### config.mk
export PLATFORM = sky130hd
export DESIGN_NAME = hazard_sequencer
export DESIGN_NICKNAME = d
export VERILOG_FILES = /design/src/rtl/hazard_sequencer.sv
export SDC_FILE = /design/constraint.sdc
export NUM_CORES = 1
export LEC_CHECK = 0
export ABC_CLOCK_PERIOD_IN_PS = 3420
export BUFFER_PORTS_ARGS = -buffer_cell sky130_fd_sc_hd__buf_2
export CORE_ASPECT_RATIO = 1.2
export CORE_UTILIZATION = 30
export CTS_CLUSTER_SIZE = 20
export DETAILED_ROUTE_END_ITERATION = 10
export PLACE_DENSITY_LB_ADDON = 0.2
export SLEW_MARGIN = 20
export SYNTH_ARGS = -nofsm -noshare
export SYNTH_HDL_FRONTEND = slang
export SYNTH_SLANG_ARGS = --single-unit
### constraint.sdc
create_clock -name clk -period 3.42 [get_ports clk]
set_clock_uncertainty 0.15 [all_clocks]
set_input_delay 1.026 -clock clk [delete_from_list [all_inputs] [get_ports clk]]
set_output_delay 1.026 -clock clk [all_outputs]
set_load 0.02 [all_outputs]
### src/rtl/hazard_sequencer.sv
// hazard_sequencer: ID-side hazard detection and pipeline sequencing.
// Keeps a two-slot shadow scoreboard of the EXE and MEM destinations and
// decides each cycle between freeze, stall (bubble), branch flush and issue.
module hazard_sequencer #(
  parameter int ADDR_W     = 4,
  parameter int BR_PENALTY = 1,
  parameter int CNT_W      = 16
) (
  input  logic              clk,
  input  logic              rst,
  input  logic              forward_en,
  input  logic              mem_ready,
  input  logic              id_valid,
  input  logic [ADDR_W-1:0] src1,
  input  logic [ADDR_W-1:0] src2,
  input  logic              is_imm,
  input  logic              st_or_bne,
  input  logic              id_is_br,
  input  logic [ADDR_W-1:0] id_dest,
  input  logic              id_wb_en,
  input  logic              id_mem_r_en,
  input  logic              br_taken,
  output logic              hazard_detected,
  output logic              pc_freeze,
  output logic              ifid_freeze,
  output logic              ifid_flush,
  output logic              idex_bubble,
  output logic              pipe_freeze,
  output logic [CNT_W-1:0]  stall_cnt,
  output logic [1:0]        state
);

  typedef enum logic [1:0] {
    RUN   = 2'b00,
    FLUSH = 2'b01
  } state_t;

  typedef struct packed {
    logic              valid;
    logic [ADDR_W-1:0] dest;
    logic              wb;
    logic              mr;
  } slot_t;

  state_t             state_reg, state_next;
  slot_t              exe_reg, exe_next;
  slot_t              mem_reg, mem_next;
  logic [2:0]         fcnt_reg, fcnt_next;
  logic [CNT_W-1:0]   cnt_reg, cnt_next;

  logic               use_src2;
  logic               exe_m1, exe_m2, mem_m1, mem_m2;
  logic               hz1, hz2, hz;
  logic               flush_c;

  // Source matching against the scoreboard; register 0 is not special.
  always_comb begin
    use_src2 = !is_imm || st_or_bne;
    exe_m1   = exe_reg.valid && exe_reg.wb && (exe_reg.dest == src1);
    exe_m2   = exe_reg.valid && exe_reg.wb && (exe_reg.dest == src2);
    mem_m1   = mem_reg.valid && mem_reg.wb && (mem_reg.dest == src1);
    mem_m2   = mem_reg.valid && mem_reg.wb && (mem_reg.dest == src2);
    // With forwarding only load-use and branches (resolved in ID on raw
    // register values) still need to wait; without it any match waits.
    if (forward_en) begin
      hz1 = (exe_reg.mr && exe_m1) || (id_is_br && (exe_m1 || mem_m1));
      hz2 = (exe_reg.mr && exe_m2) || (id_is_br && (exe_m2 || mem_m2));
    end else begin
      hz1 = exe_m1 || mem_m1;
      hz2 = exe_m2 || mem_m2;
    end
    hz = !rst && id_valid && (state_reg == RUN) && (hz1 || (use_src2 && hz2));
  end

  // Next-state and control outputs; priority is freeze, hazard, flush, issue.
  always_comb begin
    state_next  = state_reg;
    exe_next    = exe_reg;
    mem_next    = mem_reg;
    fcnt_next   = fcnt_reg;
    cnt_next    = cnt_reg;
    pc_freeze   = 1'b0;
    ifid_freeze = 1'b0;
    pipe_freeze = 1'b0;
    idex_bubble = 1'b0;
    flush_c     = 1'b0;
    if (!mem_ready) begin
      pipe_freeze = 1'b1;
      pc_freeze   = 1'b1;
      ifid_freeze = 1'b1;
    end else if (hz) begin
      pc_freeze   = 1'b1;
      ifid_freeze = 1'b1;
      idex_bubble = 1'b1;
      exe_next    = '0;
      mem_next    = exe_reg;
      cnt_next    = (cnt_reg == {CNT_W{1'b1}}) ? cnt_reg : cnt_reg + 1'b1;
    end else if (state_reg == FLUSH) begin
      // ID content is a wrong-path instruction: drop it.
      flush_c   = 1'b1;
      exe_next  = '0;
      mem_next  = exe_reg;
      fcnt_next = fcnt_reg - 3'd1;
      if (fcnt_reg == 3'd1) state_next = RUN;
    end else begin
      exe_next = '{valid: id_valid, dest: id_dest, wb: id_wb_en, mr: id_mem_r_en};
      mem_next = exe_reg;
      if (br_taken) begin
        flush_c = 1'b1;
        if (BR_PENALTY > 1) begin
          state_next = FLUSH;
          fcnt_next  = 3'(BR_PENALTY - 1);
        end
      end
    end
  end

  // Output drive; reset silences flush even if br_taken is high.
  always_comb begin
    hazard_detected = hz;
    ifid_flush      = flush_c && !rst;
    stall_cnt       = cnt_reg;
    state           = state_reg;
  end

  // Registered scoreboard, sequencing state and stall counter.
  always_ff @(posedge clk or posedge rst) begin
    if (rst) begin
      state_reg <= RUN;
      exe_reg   <= '0;
      mem_reg   <= '0;
      fcnt_reg  <= 3'd0;
      cnt_reg   <= '0;
    end else begin
      state_reg <= state_next;
      exe_reg   <= exe_next;
      mem_reg   <= mem_next;
      fcnt_reg  <= fcnt_next;
      cnt_reg   <= cnt_next;
    end
  end

endmodule

==> results.yml, run 1 <==
layout:
  fin_nets: 228
  largest_reg_flops: 16
  drive_gt1_share_pct: 42.0
  syn2layout_area_growth_pct: 36.3
  final-seq-area_um2: 726
  final_common_cell: "buf_2"
  num-fill-cells: 509
  fin_cells: 265
  fin_util_pct: 43.1
  multi_input_comb_area_um2: 871
  mostFrequentLayoutCells: "buf_2, dfrtp_1, xor2_1"
  antenna_cells: 0
worst_setup_path:
  cp-start-kind: "primary input"
  crit_type: "primary input to output port"
  crit_fanout: 2
  crit_chain: "buf_2 -> xnor2_2 -> nand2_1 -> nor3_2 -> a21o_2 -> o21ai_4 -> nand2_8 -> nor3b_4 -> buf_6"
  timing.rr.start: "exe_reg[3]"
  critical_path.endpoint: "ifid_flush"
  endpoint_kind: "output port"
  crit_cells: 9
  crit_arrival_ps: 2250
  crit_slowest_cell: "o21ai_4"
  slowest_delay_ps: 230
  crit_family: "compound AO/OA/AOI/OAI gates"
  r2r_cells: 8
  required_ps: 2240
  startpoint: "src2[1]"
  path_buf_inv: 2
  reg2reg_slack_ps: 1100
  rr_endpoint: "stall_cnt[1]"
grt:
  grt_use_met2_pct: 25.9
  grt_util_all_layers_pct: 15.1
  grt_overflow: 0
  grt_pass1_wl_um: 6160
  busiest_layer: "met2"
  antenna_found_initial: 0
  grtUsageMet1_pct: 17.9
  grt_pass1_vias: 1335
  use_met3_pct: 4.21
  grt_max_degree: 30
synth:
  synth_seq_cells: 29
  yosys.area_share.adder_pct: 0.796
  netlist_top_cells_area: "dfrtp_1, xor2_1, mux2_2"
  yosysSeqAreaShare_pct: 46.1
  synth_cell_types: 35
  synth-simple-area-share_pct: 18.9
  syn_area_um2: 1570
  muxShareOfSynthArea_pct: 5.25
  ys_warn_count: 0
  netlist_instances: 151
  synthXorXnorAreaFrac_pct: 16.7
  synth.top_cell.area_share_pct: 46.1
  syn_avg_cell_area_um2: 10.4
  synth_top_family_by_area: "simple AND/OR/NAND/NOR gates"
  synth_compound_area_share_pct: 8.04
  synth_area_leader_cell: "dfrtp_1"
power:
  p_leak_nw: 1.09
  seqPwrFrac_pct: 43.5
  clkPwrFrac_pct: 41.4
  p_total_mw: 0.903
  p_sw_share_pct: 25.6
  ir_worst_vdd_uv: 250
  pwr-share-comb_pct: 15.2
  p_int_mw: 0.672
  switching_power_mw: 0.231
  power.density_nw_per_um2: 421
clock_tree:
  cts_tree: "built"
  clk_pin_slew_ps: 70
  cts.sink_count: 29
  cts_root_buffer: "clkbuf_8"
  cts_buffer_depth: 2
  clk_latency_ps: 280
  cts_hold_buf: 0
  cts_buffers: 5
  cts_htree_levels: 2
floorplan:
  die_area_um2: 5540
  ios: 47
  core_um2: 4970
  initial_utilization_pct: 31.6
  row_count: 28
  dieHeight_um: 81.3
  fp.dieW_um: 68.1
status:
  violations: "negative setup slack"
  status: "complete, but fails checks"
sta:
  slew_violations: 0
  setup_viol: 1
  worst_hold_slack_ps: 330
  finalCritPeriodShare_pct: 100
  rsz0062_at_grt: "true"
  timing.final.crit_period_ps: 3430
  timing.final.ws_setup_ps: -10.7
  hold_viol_final: 0
  max_freq_mhz: 291
route:
  drtIter0Drc: 22
  wl_per_cell_um: 14.0
  antenna_left: 0
  viasPerCell: 4.81
  route.detailed.drc: 0
  vias: 1274
  routed_wl_um: 3700
  drtPass1Iterations: 3
placed_design:
  gp_congestion: 0.759
  numPortBuffers: 44
  placed_cells: 257
  hpwl_um: 2760
run:
  cap_violations: 0
worst_hold_path:
  hp-class: "register to register"
-- power by group through the flow --
stage | Combinational [mW] | Clock [mW] | Sequential [mW]
6_report | 0.137 | 0.373 | 0.392
5_1_grt | 0.151 | 0.401 | 0.397
4_1_cts | 0.132 | 0.385 | 0.391
3_5_place_dp | 0.122 | 0 | 0.396
3_3_place_gp | 0.121 | 0 | 0.396
2_1_floorplan | 0.0769 | 0 | 0.396
-- per-layer routing --
metal | routed length (um) | share of wire [%]
met1 | 1570 | 42
met2 | 1890 | 51
met3 | 194 | 5.2
met4 | 46 | 1.2
met5 | 0 | 0
-- synth_stat cells --
master / instances
nand2b_1: 2
nor3b_2: 1
a21o_2: 1
mux2_2: 6
xor2_1: 23
a41o_2: 1
dfrtp_1: 29
nor2_2: 1
nor2_1: 7
ha_1: 1
inv_1: 2
buf_6: 1
buf_2: 2
buf_4: 3
o21ai_0: 2
mux2_4: 1
nand4_1: 5
o21ai_4: 1
nand3_1: 7
clkinv_1: 1
nand2_2: 1
clkbuf_1: 1
o2111ai_1: 1
and3_1: 1
nand2_1: 16
or3_1: 1
xnor2_1: 7
nor3_2: 1
conb_1: 1
and4_1: 1
inv_2: 1
o211a_1: 1
nor3_1: 10
o2bb2ai_1: 7
nor4_1: 4
-- how the worst min path moves through the flow --
stage                      start  cells after the start  slack [ps]            to
finish              stall_cnt[8]                      1         330  stall_cnt[8]
global route        stall_cnt[8]                      1         350  stall_cnt[8]
CTS                 stall_cnt[8]                      1         330  stall_cnt[8]
detailed placement  stall_cnt[8]                      1         320  stall_cnt[8]
global placement    stall_cnt[8]                      1         320  stall_cnt[8]
floorplan             exe_reg[0]                      1         310    exe_reg[0]
-- area by class of cell --
class	count	share of cell area (%)
clock buffer	6	3.85
multi-input combinational	112	40.6
tap	60	3.50
inverter	4	0.876
timing repair buffer	52	15.5
sequential	29	33.9
clock inverter	2	1.75
-- repair_timing --
item / 4_1_cts / 5_1_grt
endpoints found under the setup margin: 5 / 5
gates resized for setup: 16 / 9
pin swaps: 10 / 3
endpoints found under the hold margin: 0 / 0
setup buffers: 0 / 0
cloned: 0 / 0
-- through the flow --
step	cell area, um2	worst slack (ps)	TNS, ps
floorplan	1600	-132	-145
global placement	1910	-83.4	-239
detailed placement	1910	-81.7	-224
CTS	2100	-59.6	-100
global route	2140	-82.5	-242
finish	2140	-10.7	-10.7
-- cells by family (layout without fill, tap and decap cells) --
logic type / after synthesis / count (layout)
xor gates and xnor gates: 30 / 30
adders and majority gates: 1 / 1
AOI/OAI and AO/OA: 14 / 14
and+or+nand+nor: 58 / 58
DFF: 29 / 29
muxes: 7 / 7
buffers and inverters: 11 / 64
other: 1 / 2
-- worst register-to-register path: cells and delay by family, from the launching register on --
kind / cells / cell delay (ps)
multiplexers: 1 / 320
AO/OA/AOI/OAI: 2 / 260
XOR/XNOR: 1 / 210
flip-flops: 1 / 450
buffers and inverters: 2 / 340
AND/OR/NAND/NOR: 2 / 490
No activity file was read; power rests on OpenSTA's default activity.
==> run 2, diff against run 1 <==
CORE_ASPECT_RATIO = not set   (was 1.2)
RECOVER_POWER = 50   (was not set)
==> run 2 against run 1 <==
Sequential cell count unchanged. Core utilization up 0.070 points. Critical path depth is the same. Die area hardly changed. Global-route usage fell by 0.16 points. Critical path type unchanged. Register-to-register slack lost 20 ps. Largest cell class unchanged. The flow finishes with violations (max-capacitance violations, max-slew violations, negative setup slack).
==> results.yml, run 2 (synthesis results as in run 1) <==
status:
  status: "complete, but fails checks"
  violations: "max-capacitance violations, max-slew violations, negative setup slack"
sta:
  setup_viol: 1
  timing.final.ws_setup_ps: -24.3
  timing.final.crit_period_ps: 3440
  worst_hold_slack_ps: 332
  fin_setup_tns_ps: -24.3
  max_slew.worst_pin.slew_ps: 1600
  rsz0062_at_grt: "true"
  hold_viol_final: 0
  finalCritPeriodShare_pct: 101
  max_freq_mhz: 290
  slew_violations: 30
  relSlewSlack_pct: -6.34
floorplan:
  core_um2: 4880
  die_area_um2: 5540
  initial_utilization_pct: 32.2
  ios: 47
  row_count: 25
  dieHeight_um: 74.4
  fp.dieW_um: 74.4
layout:
  final_common_cell: "buf_2"
  design_area_um2: 2110
  mostFrequentLayoutCells: "buf_2, dfrtp_1, xor2_1"
  antenna_cells: 0
  drive_gt1_share_pct: 38.5
  syn2layout_area_growth_pct: 33.9
  largest_reg_flops: 16
  fin_nets: 229
  fin_util_pct: 43.2
  fin_cells: 272
power:
  p_total_mw: 0.810
  power.density_nw_per_um2: 384
  ir_worst_vdd_uv: 174
  p_leak_nw: 1.07
grt:
  grt_pass1_wl_um: 6130
  grt_pass1_vias: 1253
  grt_util_all_layers_pct: 14.9
  antenna_found_initial: 0
  grt_max_degree: 30
  grt_overflow: 0
worst_setup_path:
  timing.rr.start: "exe_reg[4]"
  cp-start-kind: "primary input"
  r2r_cells: 8
  reg2reg_slack_ps: 1080
  crit_fanout: 3
  crit_arrival_ps: 2270
  rr_endpoint: "stall_cnt[1]"
  crit_type: "primary input to output port"
  required_ps: 2240
  endpoint_kind: "output port"
clock_tree:
  cts_tree: "built"
  cts.sink_count: 29
  cts_htree_levels: 2
  clk_pin_slew_ps: 60
  cts_buffers: 5
  clk_latency_ps: 270
  cts_root_buffer: "clkbuf_8"
  cts_buffer_depth: 2
worst_hold_path:
  hp-class: "register to register"
  whs_path_depth: 1
  hp-start: "stall_cnt[8]"
  hold_path_end: "stall_cnt[8]"
placed_design:
  gp_congestion: 0.791
  numPortBuffers: 44
  pre_cts_slack_ps: -114
  placed_cells: 264
  hpwl_um: 2690
  postPlaceCellArea_um2: 1920
route:
  viasPerCell: 4.69
  highest_layer: "met4"
  routed_wl_um: 3760
  vias: 1277
  drtPass1Iterations: 6
  drtIter0Drc: 58
  antenna_left: 0
  drt-met1-wl_um: 1680
  met3_length_um: 164
  route.met2.wl_um: 1900
  route.detailed.drc: 0
  wl_per_cell_um: 13.8
run:
  cap_violations: 1
## run 2: area by class of cell
| class | instances | area, um2 |
|---|---|---|
| Fill cell | 506 | 2770 |
| Multi-Input combinational cell | 112 | 863 |
| Sequential cell | 29 | 726 |
| Timing Repair Buffer | 53 | 328 |
| Clock buffer | 7 | 86.3 |
| Tap cell | 67 | 83.8 |
| Inverter | 4 | 18.8 |
## run 2: what timing repair did
item / 4_1_cts / 5_1_grt
hold buffers: 0 / 0
setup endpoints to repair: 5 / 5
pin swaps: 7 / 8
gates resized for setup: 14 / 8
buffers inserted: 1 / 0
## run 2: layer usage
metal  track usage (%)  vias up
met5                 0        -
met4              5.03        0
met3              3.93        2
met2              24.4       34
li1                  -      627
met1              19.0      614
## run 2: worst max-delay path: stages
cell and delay, ps:
buf_2 120, xnor2_2 120, nand4_1 100, nor4_1 50, a21o_2 220, o21ai_4 250, nand2_8 70, nor3b_4 170
buf_6 140
## run 2: worst max-delay path by stage
stage	end	depth (start not counted)	slack, ps	startpoint
after global placement	ifid_flush	9	-110	id_is_br
after global routing	ifid_flush	9	-100	src1[3]
after floorplan	ifid_flush	6	-130	rst
final	ifid_flush	9	-20	src2[2]
after CTS	ifid_flush	9	-60	src1[2]
after detailed placement	ifid_flush	9	-110	id_is_br
## run 2: where the power goes
group / internal, mW / total, mW / switching [mW]
Clock: 0.159 / 0.283 / 0.124
Combinational: 0.0680 / 0.134 / 0.0659
Sequential: 0.365 / 0.392 / 0.0270
==> run 3, diff against run 2 <==
REMOVE_ABC_BUFFERS = 1   (was not set)
==> run 3 against run 2 <==
Core utilization up 0.82 points. Routed wire length decreased by 4.0%. Count of clock-buffer cells in the layout shrank 2. Register-to-register slack about the same. The flow finishes with violations (max-capacitance violations, max-slew violations). Critical path type unchanged. Global-route usage fell by 1.1 points.
==> results.yml, run 3 (synthesis results as in run 1) <==
worst_setup_path:
  crit_family: "simple AND/OR/NAND/NOR gates"
  crit_slowest_cell: "a21o_2"
  r2r_cells: 9
  crit_arrival_ps: 2190
  crit_type: "primary input to output port"
  rr_endpoint: "stall_cnt[1]"
  timing.rr.start: "exe_reg[4]"
  crit_fanout: 3
  reg2reg_slack_ps: 1090
  path_buf_inv: 2
  endpoint_kind: "output port"
  cp-start-kind: "primary input"
  required_ps: 2240
  slowest_delay_ps: 220
  crit_chain: "buf_6 -> nand2b_4 -> nand4_1 -> nor4_2 -> a21o_2 -> o21ai_4 -> nand2_2 -> nor3b_2 -> buf_4"
sta:
  worst_hold_slack_ps: 334
  relSlewSlack_pct: -4.47
  finalCritPeriodShare_pct: 98.5
  timing.final.ws_setup_ps: 52.2
  max_freq_mhz: 297
  slew_violations: 30
  hold_viol_final: 0
  timing.final.crit_period_ps: 3370
  setup_viol: 0
  max_slew.worst_pin.slew_ps: 1570
  rsz0062_at_grt: "true"
  fin_setup_tns_ps: 0
clock_tree:
  clk_pin_slew_ps: 60
  cts_hold_buf: 0
  cts_buffers: 5
  cts.sink_count: 29
  cts_root_buffer: "clkbuf_8"
  cts_tree: "built"
  clk_latency_ps: 280
  cts_buffer_depth: 2
  cts_htree_levels: 2
placed_design:
  gp_congestion: 0.853
  placed_cells: 264
  postPlaceCellArea_um2: 1890
  hpwl_um: 2610
  pre_cts_slack_ps: -53.1
  numPortBuffers: 44
worst_hold_path:
  hold_path_end: "stall_cnt[8]"
  whs_path_depth: 1
  hp-start: "stall_cnt[8]"
  hp-class: "register to register"
floorplan:
  ios: 47
  die_area_um2: 5540
  fp.dieW_um: 74.4
  initial_utilization_pct: 32.2
  row_count: 25
  core_um2: 4880
  dieHeight_um: 74.4
layout:
  drive_gt1_share_pct: 38.2
  design_area_um2: 2150
  fin_nets: 230
  antenna_cells: 0
  fin_cells: 274
  syn2layout_area_growth_pct: 36.4
  mostFrequentLayoutCells: "dfrtp_1, buf_2, xor2_1"
  largest_reg_flops: 16
  fin_util_pct: 44.0
route:
  vias: 1285
  viasPerCell: 4.69
  route.detailed.drc: 0
  drtPass1Iterations: 4
  antenna_left: 0
  drtIter0Drc: 29
  wl_per_cell_um: 13.2
  routed_wl_um: 3610
grt:
  grt_overflow: 0
  antenna_found_initial: 0
  grt_max_degree: 30
  grt_pass1_vias: 1208
  grt_util_all_layers_pct: 13.8
  grt_pass1_wl_um: 5640
power:
  switching_power_mw: 0.222
  p_total_mw: 0.943
  seqPwrFrac_pct: 41.4
  p_sw_share_pct: 23.6
  p_leak_nw: 1.08
  ir_worst_vdd_uv: 373
  power.density_nw_per_um2: 439
  clkPwrFrac_pct: 44.9
  p_int_mw: 0.720
  pwr-share-comb_pct: 13.8
status:
  violations: "max-capacitance violations, max-slew violations"
  status: "complete, but fails checks"
run:
  cap_violations: 1
[run 3: metal layers]
layer	global-route usage, %	part of all wire [%]	up-vias
met5	0	0	-
met4	5.03	0.64	0
met3	3.66	4.2	2
met2	22.4	49	37
met1	17.7	46	615
li1	-	-	631
[run 3: cell type report]
type                            instances  area (um2)
Multi-Input combinational cell        112         845
Sequential cell                        29         726
Fill cell                             494        2730
Clock inverter                          3        65.1
Timing Repair Buffer                   54         340
Inverter                                4        17.5
Clock buffer                            5        68.8
Tap cell                               67        83.8
[run 3: power groups by stage]
stage / Clock (mW) / Combinational [mW] / Sequential (mW)
4_1_cts: 0.432 / 0.123 / 0.389
5_1_grt: 0.448 / 0.143 / 0.394
3_5_place_dp: 0 / 0.116 / 0.395
6_report: 0.423 / 0.130 / 0.390
3_3_place_gp: 0 / 0.116 / 0.395
2_1_floorplan: 0 / 0.0682 / 0.396
[run 3: worst max-delay path by stage]
stage                         start  slack, ps         end  cells after the start
final                     st_or_bne         50  ifid_flush                      9
after detailed placement   id_is_br        -50  ifid_flush                      9
after global placement     id_is_br        -40  ifid_flush                      9
after CTS                   src1[2]         -2  ifid_flush                      9
after global routing        src2[1]        -70  ifid_flush                      9
after floorplan                 rst       -290  ifid_flush                      5
[run 3: timing repair]
item                       in CTS  in global routing
gates cloned                    0                  0
setup endpoints to repair       1                  5
pin swaps                       9                  3
hold endpoints to repair        0                  0
resized for setup               6                 19
buffers inserted                2                  0
